===== src/rtl/timer_arb_pkg.sv =====
// Shared types and helpers for the round-robin timer arbiter.
// rr_next is width-generic up to 16 requesters via zero-padding of req.
package timer_arb_pkg;

  localparam int unsigned N_REQ_DEF = 4;
  localparam int unsigned CNT_W_DEF = 8;

  typedef enum logic [1:0] {
    StIdle,
    StLoad,
    StRun,
    StDone
  } tarb_state_t;

  // First set bit at or after ptr, scanning modulo 16. Unused upper bits must be zero,
  // which makes the result identical to a modulo-N scan.
  function automatic logic [3:0] rr_next(input logic [3:0] ptr, input logic [15:0] req);
    logic [3:0] idx;
    rr_next = ptr;
    for (int k = 15; k >= 0; k--) begin
      idx = ptr + 4'(k);
      if (req[idx]) rr_next = idx;
    end
  endfunction

endpackage


===== src/rtl/timer_arbiter_if.sv =====
// Requester-side bundle of the shared timer arbiter.
// master = requesters/timebase, slave = arbiter.
interface timer_arbiter_if #(
  parameter int unsigned N_REQ = 4,
  parameter int unsigned CNT_W = 8
);
  localparam int unsigned ID_W = $clog2(N_REQ);

  logic [N_REQ-1:0]       req;
  logic [N_REQ*CNT_W-1:0] delay_i;
  logic                   tick_en;
  logic [N_REQ-1:0]       gnt;
  logic [N_REQ-1:0]       done;
  logic                   busy;
  logic [ID_W-1:0]        cur_id;
  logic [CNT_W-1:0]       cnt_o;

  modport master (
    output req, delay_i, tick_en,
    input  gnt, done, busy, cur_id, cnt_o
  );

  modport slave (
    input  req, delay_i, tick_en,
    output gnt, done, busy, cur_id, cnt_o
  );

endinterface


===== src/rtl/timer_arbiter_rr_pick.sv =====
// Combinational round-robin selector: request vector + pointer -> one-hot winner and index.
// Reusable by any shared resource with up to 16 requesters.
module rr_pick
  import timer_arb_pkg::*;
#(
  parameter int unsigned N_REQ = N_REQ_DEF,
  localparam int unsigned ID_W = $clog2(N_REQ)
) (
  input  logic [N_REQ-1:0] i_req,
  input  logic [ID_W-1:0]  i_ptr,
  output logic             o_valid,
  output logic [N_REQ-1:0] o_onehot,
  output logic [ID_W-1:0]  o_idx
);

  logic [3:0] w_idx;

  assign w_idx    = rr_next(4'(i_ptr), 16'(i_req));
  assign o_idx    = ID_W'(w_idx);
  assign o_valid  = |i_req;
  assign o_onehot = o_valid ? (N_REQ'(1) << o_idx) : '0;

endmodule


===== src/rtl/timer_arbiter.sv =====
// Round-robin arbiter sharing one loadable delay timer (D+1 enabled ticks) among N_REQ requesters.
// Define TIMER_ARB_ABORT_EN to let a grantee abort its run by dropping req during LOAD/RUN.
module timer_arbiter
  import timer_arb_pkg::*;
#(
  parameter int unsigned N_REQ = N_REQ_DEF,
  parameter int unsigned CNT_W = CNT_W_DEF
) (
  input logic            clk,
  input logic            reset_n,
  timer_arbiter_if.slave bus
);

  localparam int unsigned ID_W = $clog2(N_REQ);
  localparam logic [ID_W-1:0] LAST_ID = ID_W'(N_REQ - 1);

  tarb_state_t      r_state, w_state;
  logic [N_REQ-1:0] r_gnt, w_gnt;
  logic [N_REQ-1:0] r_done, w_done;
  logic             r_busy, w_busy;
  logic [ID_W-1:0]  r_cur_id, w_cur_id;
  logic [ID_W-1:0]  r_ptr, w_ptr;
  logic [ID_W-1:0]  w_ptr_inc;
  logic [CNT_W-1:0] r_cnt, w_cnt;
  logic [CNT_W-1:0] r_dly, w_dly;
  logic             w_pick_valid;
  logic [N_REQ-1:0] w_pick_onehot;
  logic [ID_W-1:0]  w_pick_idx;
  logic             w_abort;

  rr_pick #(
    .N_REQ(N_REQ)
  ) u_rr_pick (
    .i_req   (bus.req),
    .i_ptr   (r_ptr),
    .o_valid (w_pick_valid),
    .o_onehot(w_pick_onehot),
    .o_idx   (w_pick_idx)
  );

`ifdef TIMER_ARB_ABORT_EN
  assign w_abort = ~bus.req[r_cur_id];
`else
  assign w_abort = 1'b0;
`endif

  assign w_ptr_inc = (r_cur_id == LAST_ID) ? '0 : r_cur_id + 1'b1;

  always_comb begin
    w_state  = r_state;
    w_gnt    = r_gnt;
    w_done   = '0;
    w_cur_id = r_cur_id;
    w_ptr    = r_ptr;
    w_cnt    = r_cnt;
    w_dly    = r_dly;
    unique case (r_state)
      StIdle: begin
        if (w_pick_valid) begin
          w_state  = StLoad;
          w_gnt    = w_pick_onehot;
          w_cur_id = w_pick_idx;
        end
      end
      StLoad: begin
        if (w_abort) begin
          w_state = StIdle;
          w_gnt   = '0;
          w_cnt   = '0;
          w_ptr   = w_ptr_inc;
        end else begin
          w_dly   = bus.delay_i[r_cur_id*CNT_W +: CNT_W];
          w_cnt   = '0;
          w_state = StRun;
        end
      end
      StRun: begin
        if (w_abort) begin
          w_state = StIdle;
          w_gnt   = '0;
          w_cnt   = '0;
          w_ptr   = w_ptr_inc;
        end else if (bus.tick_en) begin
          // Terminal compare before increment: cnt saturates at D, never wraps.
          if (r_cnt == r_dly) begin
            w_state = StDone;
            w_done  = r_gnt;
          end else begin
            w_cnt = r_cnt + 1'b1;
          end
        end
      end
      StDone: begin
        w_state = StIdle;
        w_gnt   = '0;
        w_ptr   = w_ptr_inc;
      end
      default: w_state = StIdle;
    endcase
    w_busy = (w_state != StIdle);
  end

  always_ff @(posedge clk or negedge reset_n) begin
    if (!reset_n) begin
      r_state  <= StIdle;
      r_gnt    <= '0;
      r_done   <= '0;
      r_busy   <= 1'b0;
      r_cur_id <= '0;
      r_ptr    <= '0;
      r_cnt    <= '0;
      r_dly    <= '0;
    end else begin
      r_state  <= w_state;
      r_gnt    <= w_gnt;
      r_done   <= w_done;
      r_busy   <= w_busy;
      r_cur_id <= w_cur_id;
      r_ptr    <= w_ptr;
      r_cnt    <= w_cnt;
      r_dly    <= w_dly;
    end
  end

  assign bus.gnt    = r_gnt;
  assign bus.done   = r_done;
  assign bus.busy   = r_busy;
  assign bus.cur_id = r_cur_id;
  assign bus.cnt_o  = r_cnt;

endmodule


===== src/flat_wrapper.sv =====
// flat-port wrapper written by rule: the top's interface ports become plain ports
module timer_arbiter_flat import timer_arb_pkg::*;
#(
  parameter int unsigned N_REQ = N_REQ_DEF,
  parameter int unsigned CNT_W = CNT_W_DEF
)
  (clk, reset_n, bus_req, bus_delay_i, bus_tick_en, bus_gnt, bus_done, bus_busy, bus_cur_id, bus_cnt_o);
  timer_arbiter_if #(.N_REQ(N_REQ), .CNT_W(CNT_W)) bus_i ();
  input logic clk;
  input logic reset_n;
  input wire logic [$bits(bus_i.req)-1:0] bus_req;
  input wire logic [$bits(bus_i.delay_i)-1:0] bus_delay_i;
  input wire logic [$bits(bus_i.tick_en)-1:0] bus_tick_en;
  output wire logic [$bits(bus_i.gnt)-1:0] bus_gnt;
  output wire logic [$bits(bus_i.done)-1:0] bus_done;
  output wire logic [$bits(bus_i.busy)-1:0] bus_busy;
  output wire logic [$bits(bus_i.cur_id)-1:0] bus_cur_id;
  output wire logic [$bits(bus_i.cnt_o)-1:0] bus_cnt_o;
  assign bus_i.req = bus_req;
  assign bus_i.delay_i = bus_delay_i;
  assign bus_i.tick_en = bus_tick_en;
  assign bus_gnt = bus_i.gnt;
  assign bus_done = bus_i.done;
  assign bus_busy = bus_i.busy;
  assign bus_cur_id = bus_i.cur_id;
  assign bus_cnt_o = bus_i.cnt_o;
  timer_arbiter #(.N_REQ(N_REQ), .CNT_W(CNT_W)) u_core (.clk(clk), .reset_n(reset_n), .bus(bus_i));
endmodule

===== config.mk =====
export PLATFORM = sky130hd
export DESIGN_NAME = timer_arbiter_flat
export DESIGN_NICKNAME = d
export VERILOG_FILES = /design/src/rtl/timer_arb_pkg.sv /design/src/rtl/timer_arbiter_if.sv /design/src/rtl/timer_arbiter_rr_pick.sv /design/src/rtl/timer_arbiter.sv /design/src/flat_wrapper.sv
export SDC_FILE = /design/constraint.sdc
export NUM_CORES = 1
export LEC_CHECK = 0
export BUFFER_PORTS_ARGS = -buffer_cell sky130_fd_sc_hd__buf_4
export CAP_MARGIN = 20
export CORE_MARGIN = 4
export CORE_UTILIZATION = 30
export CTS_CLUSTER_DIAMETER = 100
export CTS_CLUSTER_SIZE = 12
export DETAILED_ROUTE_END_ITERATION = 10
export PLACE_DENSITY = 0.53
export REMOVE_ABC_BUFFERS = 1
export SLEW_MARGIN = 25
export SYNTH_ARGS = -nofsm -noshare
export SYNTH_HDL_FRONTEND = slang
export SYNTH_HIERARCHICAL = 1
export SYNTH_SLANG_ARGS = --single-unit

===== constraint.sdc =====
create_clock -name clk -period 2.9 [get_ports clk]
set_clock_uncertainty 0.1 [all_clocks]
set_input_delay 0.29 -clock clk [delete_from_list [all_inputs] [get_ports clk]]
set_output_delay 0.29 -clock clk [all_outputs]
set_load 0.01 [all_outputs]

; ---- Yosys cells after proc, flatten, opt, wreduce, memory -nomap -nowiden
; Index checks and enable logic that the tools add are counted.
[word_totals]
ff_bits = 31
[op_classes]
addsub = 17
magnitude_cmp = 16
n_eq_ne = 8
n_shift = 2
n_mux = 61
n_bitwise = 1
reduce_logical = 8
[op_table]
columns = cell, n
row1 = binary-select mux 1 bit (select 4 bit), 15
row2 = "< comparator 4 x 5 -> 1 bit, second input constant", 12
row3 = two-way mux 2 bit, 20
row4 = indexed part select 32 x 6 -> 8 bit, 1
row5 = "adder 2 x 3 -> 4 bit, second input constant", 4
row6 = "adder 2 x 4 -> 4 bit, second input constant", 4
row7 = two-way mux 1 bit, 16
row8 = two-way mux 4 bit, 4
row9 = two-way mux 8 bit, 2
row10 = one-hot mux 8 bit (2 select lines), 1
row11 = "< comparator 3 x 5 -> 1 bit, second input constant", 3
row12 = "adder 3 x 3 -> 4 bit, second input constant", 2
row13 = "adder 8 x 1 -> 8 bit, second input constant", 1
row14 = == test 8 bit, 1
row15 = one-hot mux 2 bit (4 select lines), 1
row16 = one-hot mux 4 bit (2 select lines), 1
row17 = "adder 2 x 2 -> 3 bit, second input constant", 2
row18 = "== test 2 bit, second input constant", 3
row19 = "inequality test 2 bit, second input constant", 3
row20 = "< comparator 2 x 5 -> 1 bit, second input constant", 1
row21 = "adder 3 x 1 -> 4 bit, second input constant", 1
row22 = "adder 3 x 2 -> 4 bit, second input constant", 1
row23 = AND reduction 2 bit, 2
row24 = nonzero test 2 bit, 2
row25 = other kinds (10), 10

; ---- Longest topological paths before layout
[depth]
word_depth = 22
depth_mapped = 9
mapped_depth_nobuf = 8

; ---- Modules after synthesis
; Netlist, hierarchy kept.
[by_module_without_submodules]
columns = module, instances, cells_each, area_per_inst_um2
row1 = timer_arbiter, 1, 138, 1680.4
row2 = rr_pick, 1, 47, 386.6

; ---- Worst setup path before layout
; No wires, ideal clock.
[synth_path]
kind = register to register
from = register u_core.r_ptr[0]
to = register u_core.r_cur_id[1], in the netlist u_core/bus.cur_id[1]
setup_ps = 125
arrival_ps = 2113
setup_slack_ps = 563
path_stages_with_launch = 9
path_buffers = 1
synth_period_minus_slack_ps = 2337
cell_sequence = dfrtp_1 > buf_6 > inv_1 > ha_1 > or4b_1 > a31oi_1 > or3_4 > inv_1 > mux2_2
[synth_via]
elab_chain_len = 19
elab_cells_between_ends = 63
cone_classes = 15 x add/sub / 48 x mux
[synth_lines]
columns = item, line_no
row1 = from (decl), timer_arbiter.sv:22  ; logic [ID_W-1:0] r_ptr, w_ptr;
row2 = from (signal assigned), timer_arbiter.sv:119  ; r_ptr <= w_ptr;
row3 = adder 3 x 1 -> 4 bit, timer_arb_pkg.sv:21  ; idx = ptr + 4'(k);
row4 = binary-select mux 1 bit (select 4 bit), timer_arb_pkg.sv:22  ; if (req[idx]) rr_next = idx;
row5 = two-way mux 1 bit (not written as such), timer_arb_pkg.sv:22
row6 = two-way mux 2 bit (15 in a row), timer_arb_pkg.sv:22
row7 = two-way mux 2 bit *, timer_arb_pkg.sv:22
row8 = via u_core.w_pick_idx[1], timer_arbiter.sv:28  ; logic [ID_W-1:0] w_pick_idx;
row9 = to (signal assigned), timer_arbiter.sv:118  ; r_cur_id <= w_cur_id;
row10 = to (decl), timer_arbiter.sv:21  ; logic [ID_W-1:0] r_cur_id, w_cur_id;
; The timed path passes the listed nets; every way through them passes the cells marked *. The select of a mux whose other input is x is not followed.
; A chain may end at the register's enable or synchronous reset.

; ---- Worst setup path in the final report
[layout_path]
from = register u_core.r_ptr[0]
to = register u_core.r_gnt[0], in the netlist u_core/bus.gnt[0]
[layout_via]
elab_chain_len = 22
elab_cells_between_ends = 66
cone_classes = 15 x add/sub / 1 x shift / 50 x mux
[layout_lines]
columns = item, line_no
row1 = adder 3 x 1 -> 4 bit, timer_arb_pkg.sv:21
row2 = binary-select mux 1 bit (select 4 bit), timer_arb_pkg.sv:22
row3 = two-way mux 1 bit (not written as such), timer_arb_pkg.sv:22
row4 = two-way mux 2 bit (15 in a row), timer_arb_pkg.sv:22
row5 = two-way mux 2 bit *, timer_arb_pkg.sv:22
row6 = << shifter 1 x 2 -> 4 bit *, timer_arbiter_rr_pick.sv:21  ; assign o_onehot = o_valid ? (N_REQ'(1) << o_idx) : '0;
row7 = via u_core.w_pick_onehot[0], timer_arbiter.sv:27  ; logic [N_REQ-1:0] w_pick_onehot;
row8 = two-way mux 4 bit *, timer_arbiter.sv:59  ; if (w_pick_valid) begin
row9 = one-hot mux 4 bit (2 select lines) *, timer_arbiter.sv:57  ; unique case (r_state)
row10 = to (signal assigned), timer_arbiter.sv:115  ; r_gnt <= w_gnt;
row11 = to (decl), timer_arbiter.sv:18  ; logic [N_REQ-1:0] r_gnt, w_gnt;
; Marked as above.

==> impl_metrics.ini <==
[synthesis]
syn_inst = 185
yosysWarningCount = 6
synth-xor-area-share_pct = 3.39
synth_top_family_by_area = multiplexers
synth-async-reset-ratio_pct = 100
postSynthAreaPerCell_um2 = 11.2
synth-seq-cells = 31
synth.cell_area_mm2 = 0.00207
synth_edf_count = 0
synth-compound-area-share_pct = 13.6
synthAdderAreaFrac_pct = 5.45
seq_area_frac_synth_pct = 37.5
synth_mux_area_share_pct = 20.1
yosys.area_share.simple_pct = 16.3
synth.distinct_cells = 49
synth_ff_type = dfrtp_1

[global_route]
overflow = 0
grt_pass1_wl_mm = 7.78
grt_use_total_pct = 11.6
grt_antenna_before_repair = 0
first_global_vias = 1544
grt_max_degree = 32

[pwr]
swShare_pct = 40.5
comb_power_share_pct = 53.2
vdd_drop_max_mv = 0.293
cellPowerDensity_mw_per_mm2 = 915
p_clk_share_pct = 13.6
p_leak_nw = 1.24
p_int_mw = 1.45
fin_total_pwr_mw = 2.44
pwr-share-seq_pct = 33.2
switchingPower_mw = 0.987

[worst_setup_path]
crit_type = register to register
crit_buf_inv = 1
crit_arrival_ps = 2520
r2r_slack_ps = 480
worst_r2r_path_depth = 8
path_cells = inv_1 > ha_1 > or4b_1 > a31oi_1 > o31ai_1 > a211oi_1 > nand3b_1 > o21ai_0
r2r-start = u_core/r_ptr[0]
required_ps = 3010
worstSetupStartpointType = register
cp-end-kind = register
cp_top_family = compound AO/OA/AOI/OAI gates
cp-startpoint = u_core/r_ptr[0]
timing.rr.end = u_core/bus.gnt[0]
critPathMaxStageDelay_ps = 510
cp_slowest_cell = or4b_1
cp_max_fo = 8

[sta]
slew_headroom_pct = 49.9
max_clock_freq_mhz = 414
fin_tns_setup_ps = 0
hold_viol_final = 0
rsz0062_at_grt = false
whs_ps = 338
finalCritPeriodShare_pct = 83.4
slew_violations = 0
min_period_ps = 2420
setup_viol = 0
tightestPinTransition_ps = 746

[die]
die_h_um = 91.0
chipWidth_um = 91.0
rows = 29
initial_core_util_pct = 31.6
ios = 58
dieArea_mm2 = 0.00828
core-area_mm2 = 0.00653

[route]
first_pass_iters = 4
wl_per_cell_um = 14.7
ant_nets = 0
drc = 0
drt_iter0_drc = 56
vias_per_cell = 4.93
wl_mm = 4.77
vias = 1596

[clock_network]
clockBufferDepth = 2
clk_pin_slew_ps = 70
clkLatencyLatePin_ps = 280
cts-root-buf = clkbuf_8
cts_tree = built
numClockSinks = 31
cts_setup_buffers = 0
cts_htree_levels = 2
cts_buffers = 5

[finish]
fillers = 652
area_delta_synth_final_pct = 28.9
fin_nets = 294
drive_gt1_share_pct = 42.9
antennaDiodeCount = 0

[min_path]
hold_path_depth = 4
hold_path_class = input port to register
holdCritStartpoint = bus_tick_en
min_to = u_core/bus.cnt_o[0]

[placement]
hpwlAfterDp_mm = 3.58
gp_congestion = 0.774
port_buffers = 57

[run]
maxCapViolations = 0

[outcome]
status = finished clean
## through the flow
step / util, % / instance area, um^2 / setup slack, ps / instances
finish: 40.8 / 2670 / 482 / 324
floorplan: - / 2040 / 453 / 180
detailed placement: 39.4 / 2570 / 501 / 315
global placement: 39.4 / 2570 / 485 / 315
CTS: 40.8 / 2670 / 486 / 324
global route: 40.8 / 2670 / 199 / 324
## cell usage after synthesis (all sizes together), types with 3 or more instances
cell | instances | share of area, %
nand2 | 14 | 2.5
nor2 | 5 | 0.91
a21o | 4 | 1.6
a21oi | 9 | 2.2
nand4 | 3 | 0.91
mux4 | 8 | 8.7
ha | 9 | 5.4
nand2b | 3 | 0.91
dfrtp | 31 | 38
a211oi | 4 | 1.5
mux2 | 12 | 6.5
inv | 13 | 2.4
o21ai | 5 | 1.2
a2111oi | 4 | 3.3
buf | 3 | 0.97
nand3b | 5 | 1.8
and3 | 4 | 1.5
mux2i | 10 | 4.8
xor2 | 8 | 3.4
## worst max-delay path by stage
stage          depth (start not counted)  slack [ps]              endpoint
6_report                               8         480     u_core/bus.gnt[0]
5_1_grt                                8         200     u_core/bus.gnt[0]
3_5_place_dp                           8         500     u_core/bus.gnt[0]
4_1_cts                                8         490     u_core/bus.gnt[0]
3_3_place_gp                           8         490     u_core/bus.gnt[0]
2_1_floorplan                          7         450  u_core/bus.cur_id[1]
## layout by cell type, fill, tap and decap left out, types with 2 or more instances in the layout
| master | count |
|---|---|
| nor2_1 | 5 |
| ha_1 | 9 |
| or2_2 | 2 |
| nand2b_1 | 3 |
| clkbuf_8 | 5 |
| mux4_2 | 8 |
| buf_4 | 58 |
| clkinv_2 | 3 |
| nor4_2 | 2 |
| a211oi_1 | 4 |
| a21o_1 | 2 |
| mux2_2 | 12 |
| o21ai_0 | 5 |
| mux2i_1 | 10 |
| nand3b_1 | 5 |
| o21a_1 | 2 |
| a21oi_1 | 9 |
| dfrtp_1 | 31 |
| a2111oi_2 | 2 |
| xor2_1 | 8 |
| inv_1 | 13 |
| a21o_2 | 2 |
| nor2b_1 | 2 |
| nand4_1 | 3 |
| nand2_1 | 14 |
| and3_2 | 4 |
| nand3_1 | 2 |
## cell families after synthesis
group | count (synthesis)
simple gates | 54
flops | 31
fa+ha+maj | 9
xor+xnor | 8
buf+inv | 18
compound gates | 35
mux | 30
## worst register-to-register path, stage by stage, from the launching register on
cell and delay [ps]:
dfrtp_1 470, inv_1 140, ha_1 390, or4b_1 510, a31oi_1 210, o31ai_1 120, a211oi_1 220, nand3b_1 90
o21ai_0 80
## timing repair
action,in CTS,in global routing
endpoints found under the hold margin,31,0
resized for setup,0,0
hold buffers,1,0
## power by group through the flow
stage          sequential (mW)  clock (mW)  combinational (mW)
4_1_cts                  0.820       0.345                1.31
2_1_floorplan            0.799           0               0.950
3_3_place_gp             0.828           0                1.30
6_report                 0.811       0.331                1.30
5_1_grt                  0.848       0.366                1.45
3_5_place_dp             0.828           0                1.30
## flip-flops by register name (all words and copies together), names as in the netlist
| register | cells |
|---|---|
| u_core/bus.cnt_o | 8 |
| u_core/r_dly | 8 |
| u_core/bus.done | 4 |
| u_core/bus.gnt | 4 |
| u_core/bus.cur_id | 2 |
| u_core/r_ptr | 2 |
| u_core/r_state | 2 |
| u_core/bus.busy | 1 |
## per-layer routing
layer  track usage [%]  vias to the layer above  part of all wire, %
met5                 0                        -                    0
met4              3.77                        0                  1.5
met3              3.31                        6                  4.4
met2              18.0                       33                   46
met1              15.6                      751                   48
li1                  -                      806                    -
## area by class of cell
cell class / instances / area [um^2] / share of cell area [%]
sequential: 31 / 776 / 29.1
clock buffer: 5 / 68.8 / 2.58
tap: 77 / 96.3 / 3.62
inverter: 13 / 48.8 / 1.83
clock inverter: 3 / 15.0 / 0.563
timing repair buffer: 59 / 445 / 16.7
multi-input combinational: 136 / 1210 / 45.6
Power figures use the tool's default switching activity.
